==> config.mk <==
export PLATFORM = sky130hd
export DESIGN_NAME = bus_arbiter2
export DESIGN_NICKNAME = d
export VERILOG_FILES = /design/src/rtl/bus_arbiter2_pkg.sv /design/src/rtl/arb_watchdog.sv /design/src/rtl/bus_arbiter2.sv
export SDC_FILE = /design/constraint.sdc
export NUM_CORES = 1
export LEC_CHECK = 0
export CAP_MARGIN = 20
export CORE_AREA = 2 2 121 123
export CTS_CLUSTER_DIAMETER = 120
export CTS_CLUSTER_SIZE = 14
export DETAILED_ROUTE_END_ITERATION = 6
export DIE_AREA = 0 0 123 125
export GPL_TIMING_DRIVEN = 0
export SLEW_MARGIN = 20
export SYNTH_ARGS = -nofsm -noshare
export SYNTH_HDL_FRONTEND = slang
export SYNTH_HIERARCHICAL = 1
export SYNTH_SLANG_ARGS = --single-unit
==> constraint.sdc <==
create_clock -name clock -period 5.2 [get_ports clock]
set_input_delay 1.3 -clock clock [delete_from_list [all_inputs] [get_ports clock]]
set_output_delay 1.3 -clock clock [all_outputs]
set_load 0.005 [all_outputs]
==> src/rtl/bus_arbiter2_pkg.sv <==
// Shared types and constants for the two-master PicoRV32 bus arbiter.
// Optional feature macro: BUS_ARBITER2_ROUND_ROBIN_EN (see bus_arbiter2.sv).
package bus_arbiter2_pkg;

  // Arbiter phase: IDLE arbitrates, BUSY owns the slave for one transaction.
  typedef enum logic {
    ST_IDLE = 1'b0,
    ST_BUSY = 1'b1
  } state_e;

  // Read data returned to a master whose access was killed by the watchdog.
  localparam logic [31:0] TIMEOUT_RDATA = 32'hDEAD_BEEF;

  // Widest address carried by the request struct; ADDR_WIDTH must not exceed it.
  localparam int ADDR_MAX_W = 32;

  // One master's request fields as presented to the slave.
  typedef struct packed {
    logic [ADDR_MAX_W-1:0] addr;
    logic [31:0]           wdata;
    logic [3:0]            wstrb;
  } bus_req_t;

  // Pick a master from two request lines. A lone requester always wins;
  // under contention prefer_m1 decides.
  function automatic logic pick_master(input logic v0, input logic v1,
                                       input logic prefer_m1);
    if (v0 && v1) return prefer_m1;
    return v1;
  endfunction

endpackage

==> src/rtl/arb_watchdog.sv <==
// Saturating wait counter for the bus arbiter: counts stalled slave cycles
// and flags when the count has reached TIMEOUT. Never wraps.
module arb_watchdog #(
  parameter int TIMEOUT = 255
) (
  input  logic clock,
  input  logic reset,
  input  logic i_clear,
  input  logic i_enable,
  output logic o_expired
);

  localparam int CW = $clog2(TIMEOUT + 1);
  localparam logic [CW-1:0] LP_LIMIT = CW'(TIMEOUT);

  logic [CW-1:0] r_count;

  // Clear while idle, count stalled cycles while busy, hold at the limit.
  always_ff @(posedge clock) begin
    // NOTE: state registers use non-blocking assignments so every flop
    // samples pre-edge values regardless of block evaluation order.
    if (reset) begin
      r_count <= '0;
    end else if (i_clear) begin
      r_count <= '0;
    end else if (i_enable && (r_count != LP_LIMIT)) begin
      r_count <= r_count + CW'(1);
    end
  end

  assign o_expired = (r_count == LP_LIMIT);

endmodule

==> src/rtl/bus_arbiter2.sv <==
// Two-master arbiter for the PicoRV32 native memory bus. Master 0 (CPU) and
// master 1 (DMA / debug loader) share one slave port, one transaction at a
// time, with a watchdog that terminates slave accesses that never complete.
//
// Macro BUS_ARBITER2_ROUND_ROBIN_EN:
//   defined   - contention alternates using a last-grant pointer.
//   undefined - fixed priority, master 0 always wins contention.
module bus_arbiter2
  import bus_arbiter2_pkg::*;
#(
  parameter int ADDR_WIDTH = 32,
  parameter int TIMEOUT    = 255
) (
  input  logic                  clock,
  input  logic                  reset,
  input  logic                  m0_valid,
  input  logic [ADDR_WIDTH-1:0] m0_addr,
  input  logic [31:0]           m0_wdata,
  input  logic [3:0]            m0_wstrb,
  output logic                  m0_ready,
  output logic [31:0]           m0_rdata,
  input  logic                  m1_valid,
  input  logic [ADDR_WIDTH-1:0] m1_addr,
  input  logic [31:0]           m1_wdata,
  input  logic [3:0]            m1_wstrb,
  output logic                  m1_ready,
  output logic [31:0]           m1_rdata,
  output logic                  s_valid,
  output logic [ADDR_WIDTH-1:0] s_addr,
  output logic [31:0]           s_wdata,
  output logic [3:0]            s_wstrb,
  input  logic                  s_ready,
  input  logic [31:0]           s_rdata,
  output logic                  timeout
);

  state_e   r_state;
  logic     r_owner;

  bus_req_t w_req0;
  bus_req_t w_req1;
  bus_req_t w_own_req;
  logic     w_own_valid;
  logic     w_busy;
  logic     w_s_active;
  logic     w_done;
  logic     w_expired;
  logic     w_tmo;
  logic     w_finish;
  logic     w_any_req;
  logic     w_prefer_m1;
  logic     w_grant;
  logic [31:0] w_rdata;

  assign w_req0 = '{addr: ADDR_MAX_W'(m0_addr), wdata: m0_wdata, wstrb: m0_wstrb};
  assign w_req1 = '{addr: ADDR_MAX_W'(m1_addr), wdata: m1_wdata, wstrb: m1_wstrb};

  assign w_own_req   = r_owner ? w_req1 : w_req0;
  assign w_own_valid = r_owner ? m1_valid : m0_valid;
  assign w_busy      = (r_state == ST_BUSY);

  // The slave sees the owner's request only while BUSY and the owner holds valid.
  assign w_s_active  = w_busy && w_own_valid;
  assign w_done      = w_s_active && s_ready;
  // A late s_ready in the expiry cycle is a normal completion, not a timeout.
  assign w_tmo       = w_s_active && !s_ready && w_expired;
  assign w_finish    = w_done || w_tmo;
  assign w_rdata     = w_done ? s_rdata : TIMEOUT_RDATA;

  // ---------------- arbitration ----------------
  assign w_any_req = m0_valid || m1_valid;

`ifdef BUS_ARBITER2_ROUND_ROBIN_EN
  logic r_last;
  // Under contention, prefer whichever master was not granted last.
  assign w_prefer_m1 = !r_last;
`else
  // Fixed priority: master 1 only wins when master 0 is not requesting.
  assign w_prefer_m1 = 1'b0;
`endif

  assign w_grant = pick_master(m0_valid, m1_valid, w_prefer_m1);

  // Arbitration FSM: grant in IDLE, hold ownership in BUSY until the
  // transaction completes, times out, or the owner withdraws its request.
  always_ff @(posedge clock) begin
    if (reset) begin
      r_state <= ST_IDLE;
      r_owner <= 1'b0;
`ifdef BUS_ARBITER2_ROUND_ROBIN_EN
      r_last  <= 1'b1;
`endif
    end else if (r_state == ST_IDLE) begin
      if (w_any_req) begin
        r_owner <= w_grant;
`ifdef BUS_ARBITER2_ROUND_ROBIN_EN
        r_last  <= w_grant;
`endif
        r_state <= ST_BUSY;
      end
    end else begin
      if (!w_own_valid || w_finish) begin
        r_state <= ST_IDLE;
      end
    end
  end

  // ---------------- watchdog ----------------
  arb_watchdog #(
    .TIMEOUT (TIMEOUT)
  ) u_watchdog (
    .clock     (clock),
    .reset     (reset),
    .i_clear   (!w_busy),
    .i_enable  (w_s_active && !s_ready),
    .o_expired (w_expired)
  );

  // ---------------- outputs ----------------
  assign s_valid  = w_s_active;
  assign s_addr   = w_busy ? w_own_req.addr[ADDR_WIDTH-1:0] : '0;
  assign s_wdata  = w_busy ? w_own_req.wdata : '0;
  assign s_wstrb  = w_busy ? w_own_req.wstrb : '0;

  assign m0_ready = w_finish && !r_owner;
  assign m1_ready = w_finish &&  r_owner;
  assign m0_rdata = m0_ready ? w_rdata : '0;
  assign m1_rdata = m1_ready ? w_rdata : '0;
  assign timeout  = w_tmo;

endmodule

After elaboration in Yosys (flattened, before gate mapping)
Index checks and enable logic that the tools add are counted.
{"block": "totals", "reg_bits": 10, "inputBits": 173, "output_inout_bits": 136, "elab_cells": 37}
{"block": "classes", "add_sub_neg": 1, "eq_ne": 2, "n_mux": 14, "bitwise_logic": 1, "n_reduce_logical": 16}
{"operator": "$mux W32", "n": 5}
{"operator": "$mux W68", "n": 1}
{"operator": "$add A8 B1 Y8 const B", "n": 1}
{"operator": "$eq A8 B8 Y1 const B", "n": 1}
{"operator": "$logic_and A1 B1 Y1", "n": 8}
{"operator": "$ne A8 B8 Y1 const B", "n": 1}
{"operator": "$mux W1", "n": 7}
{"operator": "$mux W4", "n": 1}
{"operator": "$logic_not A1 Y1", "n": 3}
{"operator": "$logic_or A1 B1 Y1", "n": 3}
{"operator": "$reduce_and A2 Y1", "n": 1}
{"operator": "$reduce_or A2 Y1", "n": 1}
{"operator": "$not A1 Y1", "n": 1}

Longest topological paths before layout
{"block": "logic_depth", "depth_word": 8, "depth_mapped": 6, "depth_no_buf": 5}

Hierarchy
The synthesis kept the hierarchy.
{"module": "bus_arbiter2", "n_inst": 1, "cells_per_inst": 275, "area_per_inst_um2": 1845.5, "seq_area_each_um2": 40.0}
{"module": "arb_watchdog", "n_inst": 1, "cells_per_inst": 45, "area_per_inst_um2": 425.4, "seq_area_each_um2": 160.2}

Worst setup path before layout
No wires, ideal clock.
{"block": "synth_path", "path_kind": "input-to-output", "startpoint": "input port s_ready", "endpoint": "output port m0_rdata[10]", "arrival_time_ns": 1.951, "required_ns": 3.900, "setup_slack_ns": 1.949, "cell_stages": 4, "path_buffers": 2, "path_cell_list": "buf_2 > clkbuf_1 > and3b_1 > nor3_1"}
{"block": "synth_via", "elab_chain_cells": 6, "elab_cells_between_ends": 8, "classes_between": "mux: 2; reduce/logical: 6"}
{"item": "from (decl)", "line_no": "bus_arbiter2.sv:32", "source": "input logic s_ready,"}
{"item": "$logic_not A1 Y1", "line_no": "bus_arbiter2.sv:66", "source": "assign w_tmo = w_s_active && !s_ready && w_expired;"}
{"item": "$logic_and A1 B1 Y1 (2 in a row)", "line_no": "bus_arbiter2.sv:66"}
{"item": "$logic_or A1 B1 Y1", "line_no": "bus_arbiter2.sv:67", "source": "assign w_finish = w_done || w_tmo;"}
{"item": "$logic_and A1 B1 Y1", "line_no": "bus_arbiter2.sv:125", "source": "assign m0_ready = w_finish && !r_owner;"}
{"item": "$mux W32 (*)", "line_no": "bus_arbiter2.sv:127", "source": "assign m0_rdata = m0_ready ? w_rdata : '0;"}
{"item": "to (decl)", "line_no": "bus_arbiter2.sv:21", "source": "output logic [31:0] m0_rdata,"}
Every way passes the cells marked *; elsewhere a longest branch is shown, timed or not.

Final worst setup path
{"block": "layout_path", "startpoint": "input port s_ready", "endpoint": "output port m1_rdata[2]"}
{"block": "layout_via", "elab_chain_cells": 6, "elab_cells_between_ends": 8, "classes_between": "mux: 2; reduce/logical: 6"}
{"item": "$logic_not A1 Y1", "line_no": "bus_arbiter2.sv:66"}
{"item": "$logic_and A1 B1 Y1 (2 in a row)", "line_no": "bus_arbiter2.sv:66"}
{"item": "$logic_or A1 B1 Y1", "line_no": "bus_arbiter2.sv:67"}
{"item": "$logic_and A1 B1 Y1", "line_no": "bus_arbiter2.sv:126", "source": "assign m1_ready = w_finish && r_owner;"}
{"item": "$mux W32 (*)", "line_no": "bus_arbiter2.sv:128", "source": "assign m1_rdata = m1_ready ? w_rdata : '0;"}
{"item": "to (decl)", "line_no": "bus_arbiter2.sv:27", "source": "output logic [31:0] m1_rdata,"}
Marks and branches as above.

==> metrics.csv <==
metric,value,unit
status,"finished, final reports clean",
hp-class,flop to flop,
synth_top_family_by_area,simple AND/OR/NAND/NOR gates,
async_flop_share,0,%
pre_cts_slack,0.656,ns
cts_buffers,3,
synth_top_flop_cell,dfxtp_1,
cts.reportedPaths.clkPinSlew,0.04,ns
drt-initial-drc-count,71,
met3_usage,3.47,%
syn_to_final_growth,150,%
routed_wl,12.7,mm
cts_tree,done,
cp_max_fo,10,
grtUsageTotal,15.4,%
wl_per_cell,15.6,um
cts_sinks,10,
clockBufferDepth,2,
drc_errors,0,
finalPower,0.651,mW
worstMarginPinSlew,0.504,ns
grt_overflow,0,
grt_pass1_vias,3597,
io_pins,309,
yosysWarningCount,6,
pwr-share-comb,64.1,%
p_per_area,115,nW/um^2
fin_tns_setup,0,ns
skew,0.000725,ns
synth-xor-area-share,0,%
final_cell_area,5670,um^2
initial_core_util,16.0,%
row_count,44,
die_x,123,um
h-tree-depth,1,
fmax,223,MHz
finalHoldViolations,0,
syn_nets,494,
worstSetupPathType,input port to output pin,
maxSlewHeadroom,66.2,%
synthAdderAreaFrac,0.551,%
clk_latency,0.24,ns
avgSynthCellArea,7.10,um^2
n_antenna_cell,0,
critPathRequiredTime,3.90,ns
power_frac_seq,12.2,%
ctsResizeCount,0,
synth-simple-area-share,44.8,%
antenna_found_initial,0,
hpwl,11.0,mm
hold_buffers,0,
muxShareOfSynthArea,31.7,%
fin_crit,4.48,ns
setup_slack,0.716,ns
finalNonFillerCells,816,
p_clk_share,23.7,%
die_h,125,um
maxCapViolations,0,
netlist_instances,320,
dp_cells,812,
ys_types,42,
synth_edf_count,0,
ys_ff_latch,10,
grt_busiest_layer,met2,
place_area,5580,um^2
power_leakage,2.07,nW
vias,3559,
netSwitchingPower,0.193,mW
root_buffer,clkbuf_16,
p_int,0.458,mW
synth_area,2270,um^2
fp.dieArea,15400,um^2
firstDrtPassIters,4,
switching_share,29.7,%
grt_util_met1,16.9,%
drive_gt1_share,6.33,%
final_util,39.9,%
setup_viol,0,
layout.cells.most_common,clkdlybuf4s50_1,
slew_violations,0,
drtAntennaViolNets,0,
core,14200,um^2
start_kind,input port,
via_per_inst,4.36,
grt_pass1_wl,18.8,mm
layout_common_cells,"308 x clkdlybuf4s50_1, 73 x nor2_1, 72 x mux2i_1, 49 x nor3_1, 24 x and3b_1",
crit_arrival,3.18,ns
endpoint_kind,output pin,
met2_usage,29.5,%
seq_area_frac_synth,8.82,%
nets,807,
period_share,86.2,%
gp_congestion,0.806,
whs,0.501,ns
portBuffers,308,
synth-compound-area-share,5.12,%
postCtsSetupBuffers,0,
vdd_drop_max,0.0797,mV
grt_max_degree,15,
rsz0062_at_grt,no,
-- final cells by class --
type                    count  area (um^2)
fillers                  1457         8530
clock buffers               4         88.8
repair buffers            308         3080
inverters                   3         11.3
flip-flops and latches     10          200
multi-input cells         276         1870
well taps                 184          230
plain buffers              31          193
-- routing by layer --
layer / wire length, um / share of wire (%)
met5: 0 / 0
met2: 6550 / 51
met1: 4780 / 38
met3: 1230 / 9.7
met4: 183 / 1.4
-- power by group through the flow --
stage	clock network, mW	logic (mW)	registers [mW]
after floorplan	0	0.149	0.0806
after global placement	0	0.417	0.0808
after detailed placement	0	0.419	0.0810
after CTS	0.156	0.422	0.0797
after global routing	0.160	0.449	0.0798
final	0.154	0.417	0.0797
-- synthesized netlist by cell type, types with 2 or more instances --
master,instances,area (um^2)
nand4_1,2,12.5
a21oi_1,2,10.0
nor2_1,73,274
and2_1,17,106
or3_1,2,12.5
buf_4,7,52.6
buf_2,18,90.1
clkbuf_1,4,15.0
nor2b_1,2,12.5
and3_1,2,12.5
nand2b_1,3,18.8
and3b_1,24,210
inv_1,2,7.51
and4_1,2,17.5
mux2i_1,72,721
nor3_1,49,245
nand2_1,5,18.8
dfxtp_1,10,200
-- path summary, 6_finish.rpt --
check	from	endpoint	slack [ns]	cells after the start
worst min register to register	u_watchdog/r_count[0]$_SDFFE_PP0P_	u_watchdog/r_count[0]$_SDFFE_PP0P_	0.50	2
worst min-delay path	u_watchdog/r_count[0]$_SDFFE_PP0P_	u_watchdog/r_count[0]$_SDFFE_PP0P_	0.50	2
worst max-delay path	s_ready	m1_rdata[2]	0.72	6
worst max register to register	r_owner$_SDFFE_PP0P_	u_watchdog/r_count[5]$_SDFFE_PP0P_	3.14	6
-- cell families (layout without fill, tap and decap cells) --
| family | after synthesis | after routing |
|---|---|---|
| DFF | 10 | 10 |
| AOI/OAI and AO/OA | 14 | 14 |
| buffers and inverters | 34 | 346 |
| and+or+nand+nor | 189 | 189 |
| adders and majority gates | 1 | 1 |
| muxes | 72 | 72 |
-- registers in the layout, indices dropped and copies added (netlist names) --
register            flops
u_watchdog/r_count      8
r_owner                 1
r_state                 1
-- critical path, cell delays in order --
cell and delay [ns]:
clkdlybuf4s50_1 0.50, buf_2 0.22, o21ai_2 0.12, buf_2 0.21
nor3_1 0.28, clkdlybuf4s50_1 0.56
(Power assumes the default switching activity.)
